## src/rtl/ann_pkg.sv

```systemverilog
// Shared types and default dimensions for the ANN leaf-search pipeline.
package ann_pkg;

   localparam int ANN_PATCH_WIDTH     = 55;
   localparam int ANN_ADDRESS_WIDTH   = 8;
   localparam int ANN_LEAF_SIZE       = 8;
   localparam int ANN_LEAF_ADDR_WIDTH = ANN_ADDRESS_WIDTH + $clog2(ANN_LEAF_SIZE);

   // Query as handed over by internal_node_tree
   typedef struct packed {
      logic [ANN_ADDRESS_WIDTH-1:0] leaf_index;
      logic [ANN_PATCH_WIDTH-1:0]   patch;
   } query_t;

   // One candidate beat towards the distance/compare stage
   typedef struct packed {
      logic [ANN_PATCH_WIDTH-1:0]     query;
      logic [ANN_PATCH_WIDTH-1:0]     cand;
      logic [ANN_LEAF_ADDR_WIDTH-1:0] idx;
      logic                           last;
   } cand_t;

   typedef enum logic [0:0] {
      ST_IDLE  = 1'b0,
      ST_ISSUE = 1'b1
   } fetch_state_t;

endpackage

```

## src/rtl/sync_fifo.sv

```systemverilog
// Synchronous first-word-fall-through FIFO used as the query queue.
module sync_fifo #(
   parameter int WIDTH = 8,
   parameter int DEPTH = 4
) (
   input  logic             clk,
   input  logic             wrst_n,
   input  logic             wr_en,
   input  logic [WIDTH-1:0] wr_data,
   input  logic             rd_en,
   output logic [WIDTH-1:0] rd_data,
   output logic             full,
   output logic             empty
);

   localparam int PTRW = (DEPTH > 1) ? $clog2(DEPTH) : 1;
   localparam int CNTW = $clog2(DEPTH + 1);

   logic [WIDTH-1:0] mem [DEPTH];
   logic [PTRW-1:0]  wptr;
   logic [PTRW-1:0]  rptr;
   logic [CNTW-1:0]  count;
   logic             push;
   logic             pop;

   assign full    = (count == CNTW'(DEPTH));
   assign empty   = (count == '0);
   assign push    = wr_en && !full;
   assign pop     = rd_en && !empty;
   assign rd_data = mem[rptr];

   // Storage array, no reset needed on the payload
   always_ff @(posedge clk) begin
      if (push) begin
         mem[wptr] <= wr_data;
      end
   end

   // Pointer and occupancy bookkeeping
   always_ff @(posedge clk) begin
      if (!wrst_n) begin
         wptr  <= '0;
         rptr  <= '0;
         count <= '0;
      end else begin
         if (push) begin
            wptr <= (wptr == PTRW'(DEPTH - 1)) ? '0 : wptr + PTRW'(1);
         end
         if (pop) begin
            rptr <= (rptr == PTRW'(DEPTH - 1)) ? '0 : rptr + PTRW'(1);
         end
         case ({push, pop})
            2'b10:   count <= count + CNTW'(1);
            2'b01:   count <= count - CNTW'(1);
            default: count <= count;
         endcase
      end
   end

endmodule

```

## src/rtl/leaf_candidate_fetch.sv

```systemverilog
// Streams every stored patch of a query's leaf out of the leaf SRAM,
// pairing each candidate with its query for the distance stage.
module leaf_candidate_fetch
   import ann_pkg::*;
#(
   parameter int  PATCH_WIDTH     = ANN_PATCH_WIDTH,
   parameter int  ADDRESS_WIDTH   = ANN_ADDRESS_WIDTH,
   parameter int  LEAF_SIZE       = ANN_LEAF_SIZE,
   parameter int  QDEPTH          = 4,
   localparam int LEAF_ADDR_WIDTH = ADDRESS_WIDTH + $clog2(LEAF_SIZE)
) (
   input  logic                       clk,
   input  logic                       wrst_n,
   input  logic                       in_valid,
   output logic                       in_ready,
   input  logic [ADDRESS_WIDTH-1:0]   in_leaf_index,
   input  logic [PATCH_WIDTH-1:0]     in_patch,
   output logic                       mem_ren,
   output logic [LEAF_ADDR_WIDTH-1:0] mem_radr,
   input  logic [PATCH_WIDTH-1:0]     mem_rdata,
   output logic                       out_valid,
   input  logic                       out_ready,
   output logic [PATCH_WIDTH-1:0]     out_query,
   output logic [PATCH_WIDTH-1:0]     out_cand,
   output logic [LEAF_ADDR_WIDTH-1:0] out_cand_idx,
   output logic                       out_last,
   output logic                       busy
);

   localparam int KW = $clog2(LEAF_SIZE);

   typedef struct packed {
      logic [ADDRESS_WIDTH-1:0] leaf_index;
      logic [PATCH_WIDTH-1:0]   patch;
   } entry_t;

   typedef struct packed {
      logic [PATCH_WIDTH-1:0]     query;
      logic [PATCH_WIDTH-1:0]     cand;
      logic [LEAF_ADDR_WIDTH-1:0] idx;
      logic                       last;
   } beat_t;

   entry_t                     fifo_wdata;
   entry_t                     fifo_head;
   logic                       fifo_full;
   logic                       fifo_empty;
   logic                       fifo_push;
   logic                       fifo_pop;

   fetch_state_t               state;
   logic [KW-1:0]              k;
   logic [ADDRESS_WIDTH-1:0]   cur_leaf;
   logic [PATCH_WIDTH-1:0]     cur_patch;

   logic                       inflight;
   logic [PATCH_WIDTH-1:0]     rd_query;
   logic [LEAF_ADDR_WIDTH-1:0] rd_idx;
   logic                       rd_last;

   beat_t                      ob0;
   beat_t                      ob1;
   beat_t                      cap_beat;
   logic [1:0]                 occ;
   logic                       out_pop;
   logic [2:0]                 credit;
   logic                       issue;
   logic                       leaf_end;

   assign in_ready   = wrst_n && !fifo_full;
   assign fifo_push  = in_valid && in_ready;
   assign fifo_wdata = '{leaf_index: in_leaf_index, patch: in_patch};

   sync_fifo #(
      .WIDTH ($bits(entry_t)),
      .DEPTH (QDEPTH)
   ) u_qfifo (
      .clk     (clk),
      .wrst_n  (wrst_n),
      .wr_en   (fifo_push),
      .wr_data (fifo_wdata),
      .rd_en   (fifo_pop),
      .rd_data (fifo_head),
      .full    (fifo_full),
      .empty   (fifo_empty)
   );

   // The head popping this cycle frees its slot, so it is credited back;
   // without that the buffer would throttle to one beat every other cycle.
   assign out_pop  = (occ != 2'd0) && out_ready;
   assign credit   = 3'(occ) - 3'(out_pop) + 3'(inflight);
   assign issue    = (state == ST_ISSUE) && (credit < 3'd2);
   assign leaf_end = (k == '1);
   assign fifo_pop = !fifo_empty && ((state == ST_IDLE) || (issue && leaf_end));

   assign mem_ren  = issue;
   assign mem_radr = {cur_leaf, k};

   // Query sequencing: load a query, walk k across the leaf, chain the next query
   always_ff @(posedge clk) begin
      if (!wrst_n) begin
         state     <= ST_IDLE;
         k         <= '0;
         cur_leaf  <= '0;
         cur_patch <= '0;
      end else if (fifo_pop) begin
         state     <= ST_ISSUE;
         k         <= '0;
         cur_leaf  <= fifo_head.leaf_index;
         cur_patch <= fifo_head.patch;
      end else if (issue) begin
         if (leaf_end) begin
            state <= ST_IDLE;
            k     <= '0;
         end else begin
            k <= k + KW'(1);
         end
      end
   end

   // Side-band fields that travel alongside an outstanding SRAM read
   always_ff @(posedge clk) begin
      if (!wrst_n) begin
         inflight <= 1'b0;
         rd_query <= '0;
         rd_idx   <= '0;
         rd_last  <= 1'b0;
      end else begin
         inflight <= issue;
         if (issue) begin
            rd_query <= cur_patch;
            rd_idx   <= mem_radr;
            rd_last  <= leaf_end;
         end
      end
   end

   assign cap_beat = '{query: rd_query, cand: mem_rdata, idx: rd_idx, last: rd_last};

   // Two-entry output buffer, ob0 is always the head
   always_ff @(posedge clk) begin
      if (!wrst_n) begin
         ob0 <= '0;
         ob1 <= '0;
         occ <= '0;
      end else begin
         case ({out_pop, inflight})
            2'b01: begin
               if (occ == 2'd0) begin
                  ob0 <= cap_beat;
               end else begin
                  ob1 <= cap_beat;
               end
               occ <= occ + 2'd1;
            end
            2'b10: begin
               ob0 <= ob1;
               occ <= occ - 2'd1;
            end
            2'b11: begin
               if (occ == 2'd1) begin
                  ob0 <= cap_beat;
               end else begin
                  ob0 <= ob1;
                  ob1 <= cap_beat;
               end
            end
            default: begin
               occ <= occ;
            end
         endcase
      end
   end

   assign out_valid    = (occ != 2'd0);
   assign out_query    = ob0.query;
   assign out_cand     = ob0.cand;
   assign out_cand_idx = ob0.idx;
   assign out_last     = ob0.last;

   assign busy = !fifo_empty || (state == ST_ISSUE) || inflight || (occ != 2'd0);

endmodule

```

## config.mk

```make
export PLATFORM = sky130hd
export DESIGN_NAME = leaf_candidate_fetch
export DESIGN_NICKNAME = d
export VERILOG_FILES = /design/src/rtl/ann_pkg.sv /design/src/rtl/sync_fifo.sv /design/src/rtl/leaf_candidate_fetch.sv
export SDC_FILE = /design/constraint.sdc
export NUM_CORES = 1
export LEC_CHECK = 0
export BUFFER_PORTS_ARGS = -buffer_cell sky130_fd_sc_hd__buf_2
export CELL_PAD_IN_SITES_DETAIL_PLACEMENT = 1
export CELL_PAD_IN_SITES_GLOBAL_PLACEMENT = 1
export CORE_ASPECT_RATIO = 0.9
export CORE_MARGIN = 5
export CORE_UTILIZATION = 40
export DETAILED_ROUTE_END_ITERATION = 8
export PLACE_DENSITY = 0.67
export SLEW_MARGIN = 20
export SYNTH_ARGS = -nofsm -noshare
export SYNTH_HDL_FRONTEND = slang
export SYNTH_SLANG_ARGS = --single-unit
```

## constraint.sdc

```tcl
create_clock -name clk -period 5.1 [get_ports clk]
set_clock_uncertainty 0.2 [all_clocks]
set_input_delay 0.255 -clock clk [delete_from_list [all_inputs] [get_ports clk]]
set_output_delay 0.255 -clock clk [all_outputs]
set_load 0.005 [all_outputs]
```

==> flow_summary.toml, run 1 <==
[outcome]
status = "complete, no violations"

[route]
wl_per_cell_um = 20.1
via_per_inst = 5.18
drc = 0
drt_first_iter_violations = 1027
routed_wl_um = 62900
drtAntennaViolNets = 0
vias = 16200
dr.pass1.iters = 5

[final_layout]
nets = 2411
synthToLayoutAreaGrowth_pct = 22.4
multi_input_area_um2 = 8390
final_layout_size_suffix_gt1_frac = 0.219
fillers = 6285
postLayoutCellArea_um2 = 29900
seq_area_um2 = 15300

[clocking]
path_clk_slew_ns = 0.06
cts_tree = "done"
clockBufferDepth = 3
cts_buffers = 71
clkSinkCount = 640
h-tree-depth = 3
ctsResizeCount = 0
clockRootBuffer = "clkbuf_16"
clock_latency_ns = 0.60

[setup_path]
reg2regPathDepth = 15
crit_path_start_kind = "flop"
required_ns = 4.64
crit_arrival_ns = 3.80
worstSetupPathType = "reg2out"
cp_max_fo = 45
end_kind = "output pin"

[power_and_ir_drop]
power_density_nw_per_um2 = 545
irDropWorstVdd_mv = 0.385
leakage_uw = 0.0108
fin_total_pwr_uw = 16300

[synth]
seq_area_frac_synth = 0.628
async_reset_ff_frac = 0
ys_ff_latch = 640
postSynthAreaPerCell_um2 = 12.5
syn-instance-count = 1950
syn_area_um2 = 24400
syn_nets = 2086
synth_edf_count = 252
yosys_warnings = 0
synth_top_flop_cell = "dfxtp_1"
synth.distinct_cells = 37

[grt]
grt_usage = 0.188
grt_max_degree = 168
grt_pass1_vias = 16700
overflow = 0
grt_first_pass_wirelength_um = 99800
antenna_found_initial = 4

[floorplan]
rows = 86
dieArea_um2 = 66100
core_um2 = 60900
ios = 259
die_y_um = 244
start_util = 0.401
die_x_um = 271

[timing]
grt_setup_unrepaired = "false"
hold_ws_ns = 0.199
setup_viol = 0
relSlewSlack = 0.282
worst_pin_slew_ns = 1.08
fin_crit_sh = 0.835
slew_viol_final = 0
max_freq_mhz = 235
period_needed_ns = 4.26
setup_tns_ns = 0
finalHoldViolCount = 0

[placed_design]
dp_hpwl_um = 38200
portBuffers = 258
dpl_cell_area_um2 = 26300
gp_congestion = 0.731

[run]
cap_violations = 0

[worst_hold_path]
hold_path_class = "in2reg"
whs_path_depth = 2
cell families after synthesis:
logic type	after synthesis	synth area share
simple gates	539	0.0972
xor+xnor	6	0.00215
fa+ha+maj	14	0.00778
compound gates	398	0.126
buf+inv	167	0.0311
flops	640	0.628
mux	186	0.108
synthesized netlist by cell type, types with 3 or more instances:
master    instances  area [um2]
and2_1            5        31.3
edfxtp_1        252        7570
inv_1            12        45.0
and3_1            4        25.0
mux2i_1         123        1230
dfxtp_1         388        7770
xnor2_1           4        35.0
clkbuf_4          3        22.5
buf_2            38         190
nand3_1           4        20.0
or3_1             3        18.8
ha_1             12         150
mux4_2           63        1420
a21boi_0        135        1010
nor2_1          125         469
nand2_1         272        1020
a21oi_1           3        15.0
a221oi_2         40         601
nor2b_1         122         763
buf_4            20         150
o21ai_0         129         646
inv_2             3        11.3
clkbuf_1         91         342
a221oi_1         82         718
worst paths after layout:
check                        startpoint                             to  slack [ns]
max reg2reg         occ[1]$_SDFFE_PN0P_  u_qfifo.count[2]$_SDFFE_PN0P_        0.97
min reg2reg  cur_patch[37]$_SDFFE_PN0P_     cur_patch[37]$_SDFFE_PN0P_        0.27
min                        in_patch[52]   u_qfifo.mem[1][52]$_DFFE_PP_        0.20
max                 occ[1]$_SDFFE_PN0P_                        mem_ren        0.84
final cells by class:
type / count / area share
timing repair buffer: 404 / 0.0918
inverter: 15 / 0.00188
clock buffer: 99 / 0.0676
clock inverter: 28 / 0.0118
tap: 792 / 0.0331
antenna: 4 / 0.000335
multi-input combinational: 1143 / 0.281
sequential: 640 / 0.513
per-layer routing:
| metal | global-route usage | vias up | part of all wire |
|---|---|---|---|
| met1 | 0.273 | 8078 | 0.49 |
| li1 | - | 7704 | - |
| met4 | 0.0393 | 0 | 0.016 |
| met2 | 0.293 | 318 | 0.45 |
| met3 | 0.0393 | 81 | 0.046 |
| met5 | 0 | - | 0 |
metrics by stage:
step | setup WS (ns) | instances | utilization
after floorplan | 1.10 | 1950 | -
final | 0.843 | 3125 | 0.491
after detailed placement | 0.956 | 2875 | 0.432
after CTS | 0.753 | 3121 | 0.491
after global routing | 0.465 | 3125 | 0.491
after global placement | 1.12 | 2875 | 0.432
where the power goes:
| part | switching (uW) | internal [uW] |
|---|---|---|
| Combinational | 2630 | 1580 |
| Clock | 2010 | 3170 |
| Sequential | 633 | 6270 |
| Total | 5270 | 11000 |
registers in the layout, summed over array words and instances, names as in the netlist, 8 cells and up:
signal	flops
rd_query	55
rd_idx	11
cur_leaf	8
out_cand_idx	11
cur_patch	55
out_cand	55
u_qfifo.mem	252
out_query	55
ob1	122
critical path, stage by stage, from the launching register on:
cell      delay [ns]
dfxtp_1         0.46
inv_1           0.10
ha_1            0.30
nand2b_1        0.29
nor2_1          0.19
o21ai_0         0.15
fa_1            0.48
xnor2_1         0.21
nand3_2         0.11
inv_2           0.65
buf_2           0.25
cell usage in the layout, fill, tap and decap left out, types with 13 or more instances in the layout:
cell type,instances
o21ai_0,129
nor2b_1,122
buf_4,22
clkbuf_8,13
clkbuf_1,15
a221oi_1,82
a21boi_0,135
clkbuf_16,72
buf_2,257
edfxtp_1,252
dfxtp_1,386
mux4_2,63
nor2_1,125
a221oi_2,40
nand2_1,272
mux2i_1,122
dlygate4sd3_1,119
timing repair:
action | CTS | global route
endpoints found under the hold margin | 364 | 0
hold buffers | 119 | 0
setup buffers | 0 | 0
Power figures use the tool's default switching activity.
==> inputs of run 2 (changes only) <==
==> constraint.sdc (replaced) <==
create_clock -name clk -period 4.1 [get_ports clk]
set_clock_uncertainty 0.2 [all_clocks]
set_input_delay 0.205 -clock clk [delete_from_list [all_inputs] [get_ports clk]]
set_output_delay 0.205 -clock clk [all_outputs]
set_load 0.005 [all_outputs]
==> flow_summary.toml, run 2 (same netlist as run 1, synthesis figures left out) <==
[setup_path]
slowest_stage = "fa_1"
r2r-end = "u_qfifo.count[2]$_SDFFE_PN0P_"
required_ns = 4.45
reg2regPathDepth = 15
reg2reg_from = "occ[0]$_SDFFE_PN0P_"
path_cells = "inv_1 -> ha_1 -> nand2b_2 -> nor2_2 -> o21ai_0 -> fa_1 -> xor2_1 -> a211o_2 -> inv_2 -> ha_1 -> inv_1 -> fa_1 -> xor2_1 -> or3_1 -> a21boi_0"
worstSetupPathType = "reg2reg"
cp_max_fo = 4
crit_arrival_ns = 4.24
cpPeakStageDelay_ns = 0.50
crit_family = "adder cells"
critPathLaunch = "occ[0]$_SDFFE_PN0P_"
r2r_slack_ns = 0.21
end_kind = "flop"
path_buf_inv = 3
crit_path_start_kind = "flop"

[grt]
grt_first_pass_wirelength_um = 99700
grt_usage = 0.187
antenna_found_initial = 5
grt_pass1_vias = 17000
overflow = 0
grt_max_degree = 261

[route]
drt_first_iter_violations = 1058
routed_wl_um = 62900
via_per_inst = 5.13
wl_per_cell_um = 20.1
drtAntennaViolNets = 0
dr.pass1.iters = 5
vias = 16100
drc = 0

[placed_design]
numPlacedInstances = 2882
gp_congestion = 0.747
portBuffers = 258
dp_hpwl_um = 37800
dpl_cell_area_um2 = 26500

[floorplan]
rows = 86
dieArea_um2 = 66100
die_y_um = 244
ios = 259
start_util = 0.401
core_um2 = 60900
die_x_um = 271

[power_and_ir_drop]
switching_share = 0.330
comb_power_share = 0.263
leakage_uw = 0.0108
irDropWorstVdd_mv = 0.512
p_int_uw = 13600
pwr-share-seq = 0.423
p_switching_uw = 6690
p_clk_frac = 0.313
power_density_nw_per_um2 = 675

[final_layout]
postLayoutCoreUtil = 0.494
regMostFlops = "u_qfifo.mem"
largest_reg_flops = 252
seq_area_um2 = 15300
final_layout_size_suffix_gt1_frac = 0.221
fin_cells = 3135
multi_input_area_um2 = 8400
final_cell_mix = "386 x dfxtp_1, 272 x nand2_1, 257 x buf_2"
synthToLayoutAreaGrowth_pct = 23.1
layout_commonest_cell = "dfxtp_1"
nets = 2419
fillers = 6278
postLayoutCellArea_um2 = 30100
biggestRegsByFlops = "u_qfifo.mem x252, ob1 x122"

[timing]
fin_crit_sh = 0.949
relSlewSlack = 0.372
slew_viol_final = 0
worst_pin_slew_ns = 0.942
finalHoldViolCount = 0
hold_ws_ns = 0.0695
max_freq_mhz = 257
period_needed_ns = 3.89
setup_viol = 0

[clocking]
clock_latency_ns = 0.62
h-tree-depth = 3
clockBufferDepth = 3
path_clk_slew_ns = 0.06
clockRootBuffer = "clkbuf_16"
cts_tree = "done"
cts_buffers = 71
clkSinkCount = 640

[run]
cap_violations = 0

[worst_hold_path]
whs_path_depth = 5
hold_end = "ob1[101]$_SDFFE_PN0P_"
hold_start = "out_ready"
hold_path_class = "in2reg"

[outcome]
status = "complete, no violations"
## run 2: per-stage QoR
| step | TNS, ns | power (uW) | setup slack (ns) |
|---|---|---|---|
| floorplan | 0 | 11700 | 0.0987 |
| global placement | 0 | 13900 | 0.345 |
| detailed placement | 0 | 14000 | 0.250 |
| CTS | 0 | 20600 | 0.0978 |
| global route | -0.00578 | 21500 | -0.00578 |
| finish | 0 | 20300 | 0.211 |
## run 2: area by class of cell
type                       instances  share of cell area
sequential                       640               0.510
inverter                          15             0.00187
tap                              792              0.0330
clock inverter                    26              0.0116
multi-input combinational       1143               0.279
clock buffer                     102              0.0663
antenna                            5            0.000416
timing repair buffer             412              0.0974
## run 2: worst min-delay path: cells and delay by family
| kind | cells | cell delay, ns |
|---|---|---|
| AO/OA/AOI/OAI | 1 | 0.15 |
| buffers and inverters | 1 | 0.13 |
| multiplexers | 1 | 0.16 |
| AND/OR/NAND/NOR | 2 | 0.19 |
## run 2: what timing repair did
action                                 4_1_cts  5_1_grt
setup endpoints to repair                    0        1
hold buffers                               119        0
endpoints found under the hold margin      364        0
gates resized for setup                      0        2
setup buffers                                0        1
## run 2: worst max path at each step
stage	cells past startpoint	end	slack, ns
floorplan	16	u_qfifo.count[2]$_SDFFE_PN0P_	0.1
global placement	15	u_qfifo.count[2]$_SDFFE_PN0P_	0.34
detailed placement	15	u_qfifo.count[2]$_SDFFE_PN0P_	0.25
CTS	15	u_qfifo.count[2]$_SDFFE_PN0P_	0.1
global route	15	u_qfifo.count[2]$_SDFFE_PN0P_	-0.006
finish	15	u_qfifo.count[2]$_SDFFE_PN0P_	0.21
## run 2: metal layers
layer  vias to the layer above  track usage  part of all wire
met3                        72       0.0401             0.046
li1                       7722            -                 -
met5                         -            0                 0
met4                         0       0.0392             0.015
met2                       316        0.292              0.45
met1                      7979        0.271              0.49
## run 2: power by group through the flow
stage	logic (uW)	registers [uW]	clock network [uW]
finish	5340	8590	6360
detailed placement	5310	8720	0
global route	5900	8730	6830
CTS	5440	8600	6550
floorplan	3250	8460	0
global placement	5240	8670	0
==> inputs of run 3 (changes only) <==
--- a/config.mk
+++ b/config.mk
@@ -5,6 +5,7 @@
 export SDC_FILE = /design/constraint.sdc
 export NUM_CORES = 1
 export LEC_CHECK = 0
+export ABC_AREA = 1
 export BUFFER_PORTS_ARGS = -buffer_cell sky130_fd_sc_hd__buf_2
 export CELL_PAD_IN_SITES_DETAIL_PLACEMENT = 1
 export CELL_PAD_IN_SITES_GLOBAL_PLACEMENT = 1
@@ -12,7 +13,7 @@
 export CORE_MARGIN = 5
 export CORE_UTILIZATION = 40
 export DETAILED_ROUTE_END_ITERATION = 8
-export PLACE_DENSITY = 0.67
+export PLACE_DENSITY = 0.72
 export SLEW_MARGIN = 20
 export SYNTH_ARGS = -nofsm -noshare
 export SYNTH_HDL_FRONTEND = slang
==> constraint.sdc (replaced) <==
create_clock -name clk -period 5.05 [get_ports clk]
set_clock_uncertainty 0.2 [all_clocks]
set_input_delay 0.2525 -clock clk [delete_from_list [all_inputs] [get_ports clk]]
set_output_delay 0.2525 -clock clk [all_outputs]
set_load 0.005 [all_outputs]
==> flow_summary.toml, run 3 <==
[power_and_ir_drop]
power_density_nw_per_um2 = 559
leakage_uw = 0.0150
irDropWorstVdd_mv = 0.326
fin_total_pwr_uw = 19700

[timing]
setup_viol = 0
fin_crit_sh = 0.824
period_needed_ns = 4.16
grt_setup_unrepaired = "false"
finalHoldViolCount = 0
worst_pin_slew_ns = 1.07
max_freq_mhz = 240
slew_viol_final = 0
relSlewSlack = 0.287
setup_tns_ns = 0

[route]
dr.pass1.iters = 5
routed_wl_um = 84100
via_per_inst = 4.92
wl_per_cell_um = 16.3
drc = 0
vias = 25300
drtAntennaViolNets = 0
drt_first_iter_violations = 1224

[final_layout]
synthToLayoutAreaGrowth_pct = 19.2
final_layout_size_suffix_gt1_frac = 0.101
layout_commonest_cell = "nand2_1"
nets = 4262
largest_reg_flops = 252
fin_cells = 5148
regMostFlops = "u_qfifo.mem"
biggestRegsByFlops = "u_qfifo.mem x252, ob1 x122"
final_cell_mix = "769 x nand2_1, 582 x inv_1, 438 x o21ai_0"
fillers = 8991

[placed_design]
portBuffers = 258
numPlacedInstances = 4857
gp_congestion = 0.746
dp_hpwl_um = 48600

[synth]
synthTopCellsByArea = "dfxtp_1 26%, edfxtp_1 26%, nand2_1 9.8%"
synth_edf_count = 252
seq_area_frac_synth = 0.519
yosys_warnings = 0
syn-instance-count = 3891
synth_common_cells = "771 x nand2_1, 583 x inv_1, 438 x o21ai_0"
synth_top_family_by_area = "simple AND/OR/NAND/NOR gates"
synth-compound-area-share = 0.140
yosys.area.top_type = "dfxtp_1"
ys_ff_latch = 640
syn_area_um2 = 29500
async_reset_ff_frac = 0
synthMuxAreaShare = 0
postSynthAreaPerCell_um2 = 7.59
synthSimpleGateAreaFrac = 0.216
yosysMostFrequentCell = "nand2_1"
synth.distinct_cells = 27
synth_top_flop_cell = "dfxtp_1"
yosysTopAreaCellShare = 0.263
syn_nets = 4027
synth_fa_ha_area_frac = 0.00644
synth-xor-area-share = 0.000297

[setup_path]
crit_path_start_kind = "flop"
reg2regPathDepth = 20
crit_arrival_ns = 3.71
r2r_slack_ns = 1.04
required_ns = 4.60
reg2reg_from = "occ[1]$_SDFFE_PN0P_"
r2r-end = "u_qfifo.count[2]$_SDFFE_PN0P_"
worstSetupPathType = "reg2out"
end_kind = "output pin"
cp_max_fo = 54

[clocking]
cts_tree = "done"
path_clk_slew_ns = 0.06
clockBufferDepth = 3
cts_setup_buffers = 0
h-tree-depth = 3
cts_buffers = 74
clkSinkCount = 640
clockRootBuffer = "clkbuf_16"
clock_latency_ns = 0.62

[worst_hold_path]
hold_start = "in_patch[22]"
whs_path_depth = 2
hold_path_class = "in2reg"
hold_end = "u_qfifo.mem[3][22]$_DFFE_PP_"

[floorplan]
start_util = 0.404
core_um2 = 73200
ios = 259
rows = 94
die_y_um = 268
dieArea_um2 = 79300
die_x_um = 296

[run]
cap_violations = 0

[grt]
grt_usage = 0.206
grt_max_degree = 217
grt_first_pass_wirelength_um = 134000
antenna_found_initial = 2
grt_pass1_vias = 24800
overflow = 0

[outcome]
status = "complete, no violations"
==> run 3: cell types whose count changed in the layout (fill, tap and decap cells not counted), sizes merged, moves of 10 or more <==
cell         change
a221oi         -122
inv            +569
nor2           +200
dlygate4sd3     +34
clkbuf          +10
o21ai          +309
a21boi         -135
mux4            -63
nor2b          -122
mux2i          -123
a21oi          +378
nand2          +501
nor3           +121
nand3          +315
==> run 3: layer usage <==
| layer | wire [um] | global-route usage |
|---|---|---|
| met1 | 41800 | 0.293 |
| met4 | 1490 | 0.0489 |
| met5 | 0 | 0 |
| met3 | 3190 | 0.0275 |
| met2 | 37500 | 0.338 |
==> run 3: cell families (layout without fill, tap and decap cells) <==
logic type | count (synthesis) | in the layout
adders and majority gates | 14 | 14
DFF | 640 | 640
buffers and inverters | 872 | 1167
AOI/OAI and AO/OA | 823 | 823
and+or+nand+nor | 1541 | 1541
xor gates and xnor gates | 1 | 1
other | 0 | 2
==> run 3: cell type report <==
type | count | area, um2 | share of cell area
multi-input cells | 2379 | 10800 | 0.307
diodes | 2 | 5.00 | 0.000142
well taps | 960 | 1200 | 0.0341
inverters | 587 | 2210 | 0.0627
flip-flops and latches | 640 | 15300 | 0.436
repair buffers | 444 | 3230 | 0.0918
clock buffers | 113 | 2130 | 0.0606
clock inverters | 23 | 253 | 0.00718
==> run 3: worst max path at each step <==
stage	from	end	slack, ns
6_report	occ[1]$_SDFFE_PN0P_	mem_ren	0.89
5_1_grt	occ[0]$_SDFFE_PN0P_	mem_ren	0.63
4_1_cts	occ[0]$_SDFFE_PN0P_	mem_ren	0.79
3_5_place_dp	occ[1]$_SDFFE_PN0P_	u_qfifo.count[2]$_SDFFE_PN0P_	1.07
3_3_place_gp	occ[1]$_SDFFE_PN0P_	u_qfifo.count[2]$_SDFFE_PN0P_	1.10
2_1_floorplan	u_qfifo.count[1]$_SDFFE_PN0P_	u_qfifo.mem[0][0]$_DFFE_PP_	0.84
==> run 3: what timing repair did <==
action,4_1_cts,5_1_grt
endpoints found under the setup margin,0,0
hold buffers,153,0
endpoints found under the hold margin,371,0
resized for setup,0,0
==> run 3: power breakdown <==
part           internal [uW]  switching, uW  total [uW]
clock network           3050           2230        5280
registers               6720            786        7510
logic                   2330           4560        6890
total                  12100           7570       19700
==> run 3: metrics by stage <==
step                      instance area, um2  worst slack [ns]  hold WS, ns   util
after CTS                              35200             0.788        0.129  0.481
after global placement                 31300              1.10        0.257  0.427
after detailed placement               31300              1.07        0.264  0.427
final                                  35200             0.889        0.169  0.481
after floorplan                        29500             0.837        0.151      -
after global routing                   35200             0.626        0.145  0.481
==> run 3: critical path, cell delays in order, from the launching register on <==
cell	delay (ns)
dfxtp_1	0.39
inv_1	0.13
ha_1	0.32
inv_2	0.12
nand2_4	0.10
nor2_1	0.16
o21ai_0	0.15
fa_1	0.54
nand2_1	0.06
inv_1	0.12
nand3_4	0.48
inv_1	0.35
buf_2	0.16
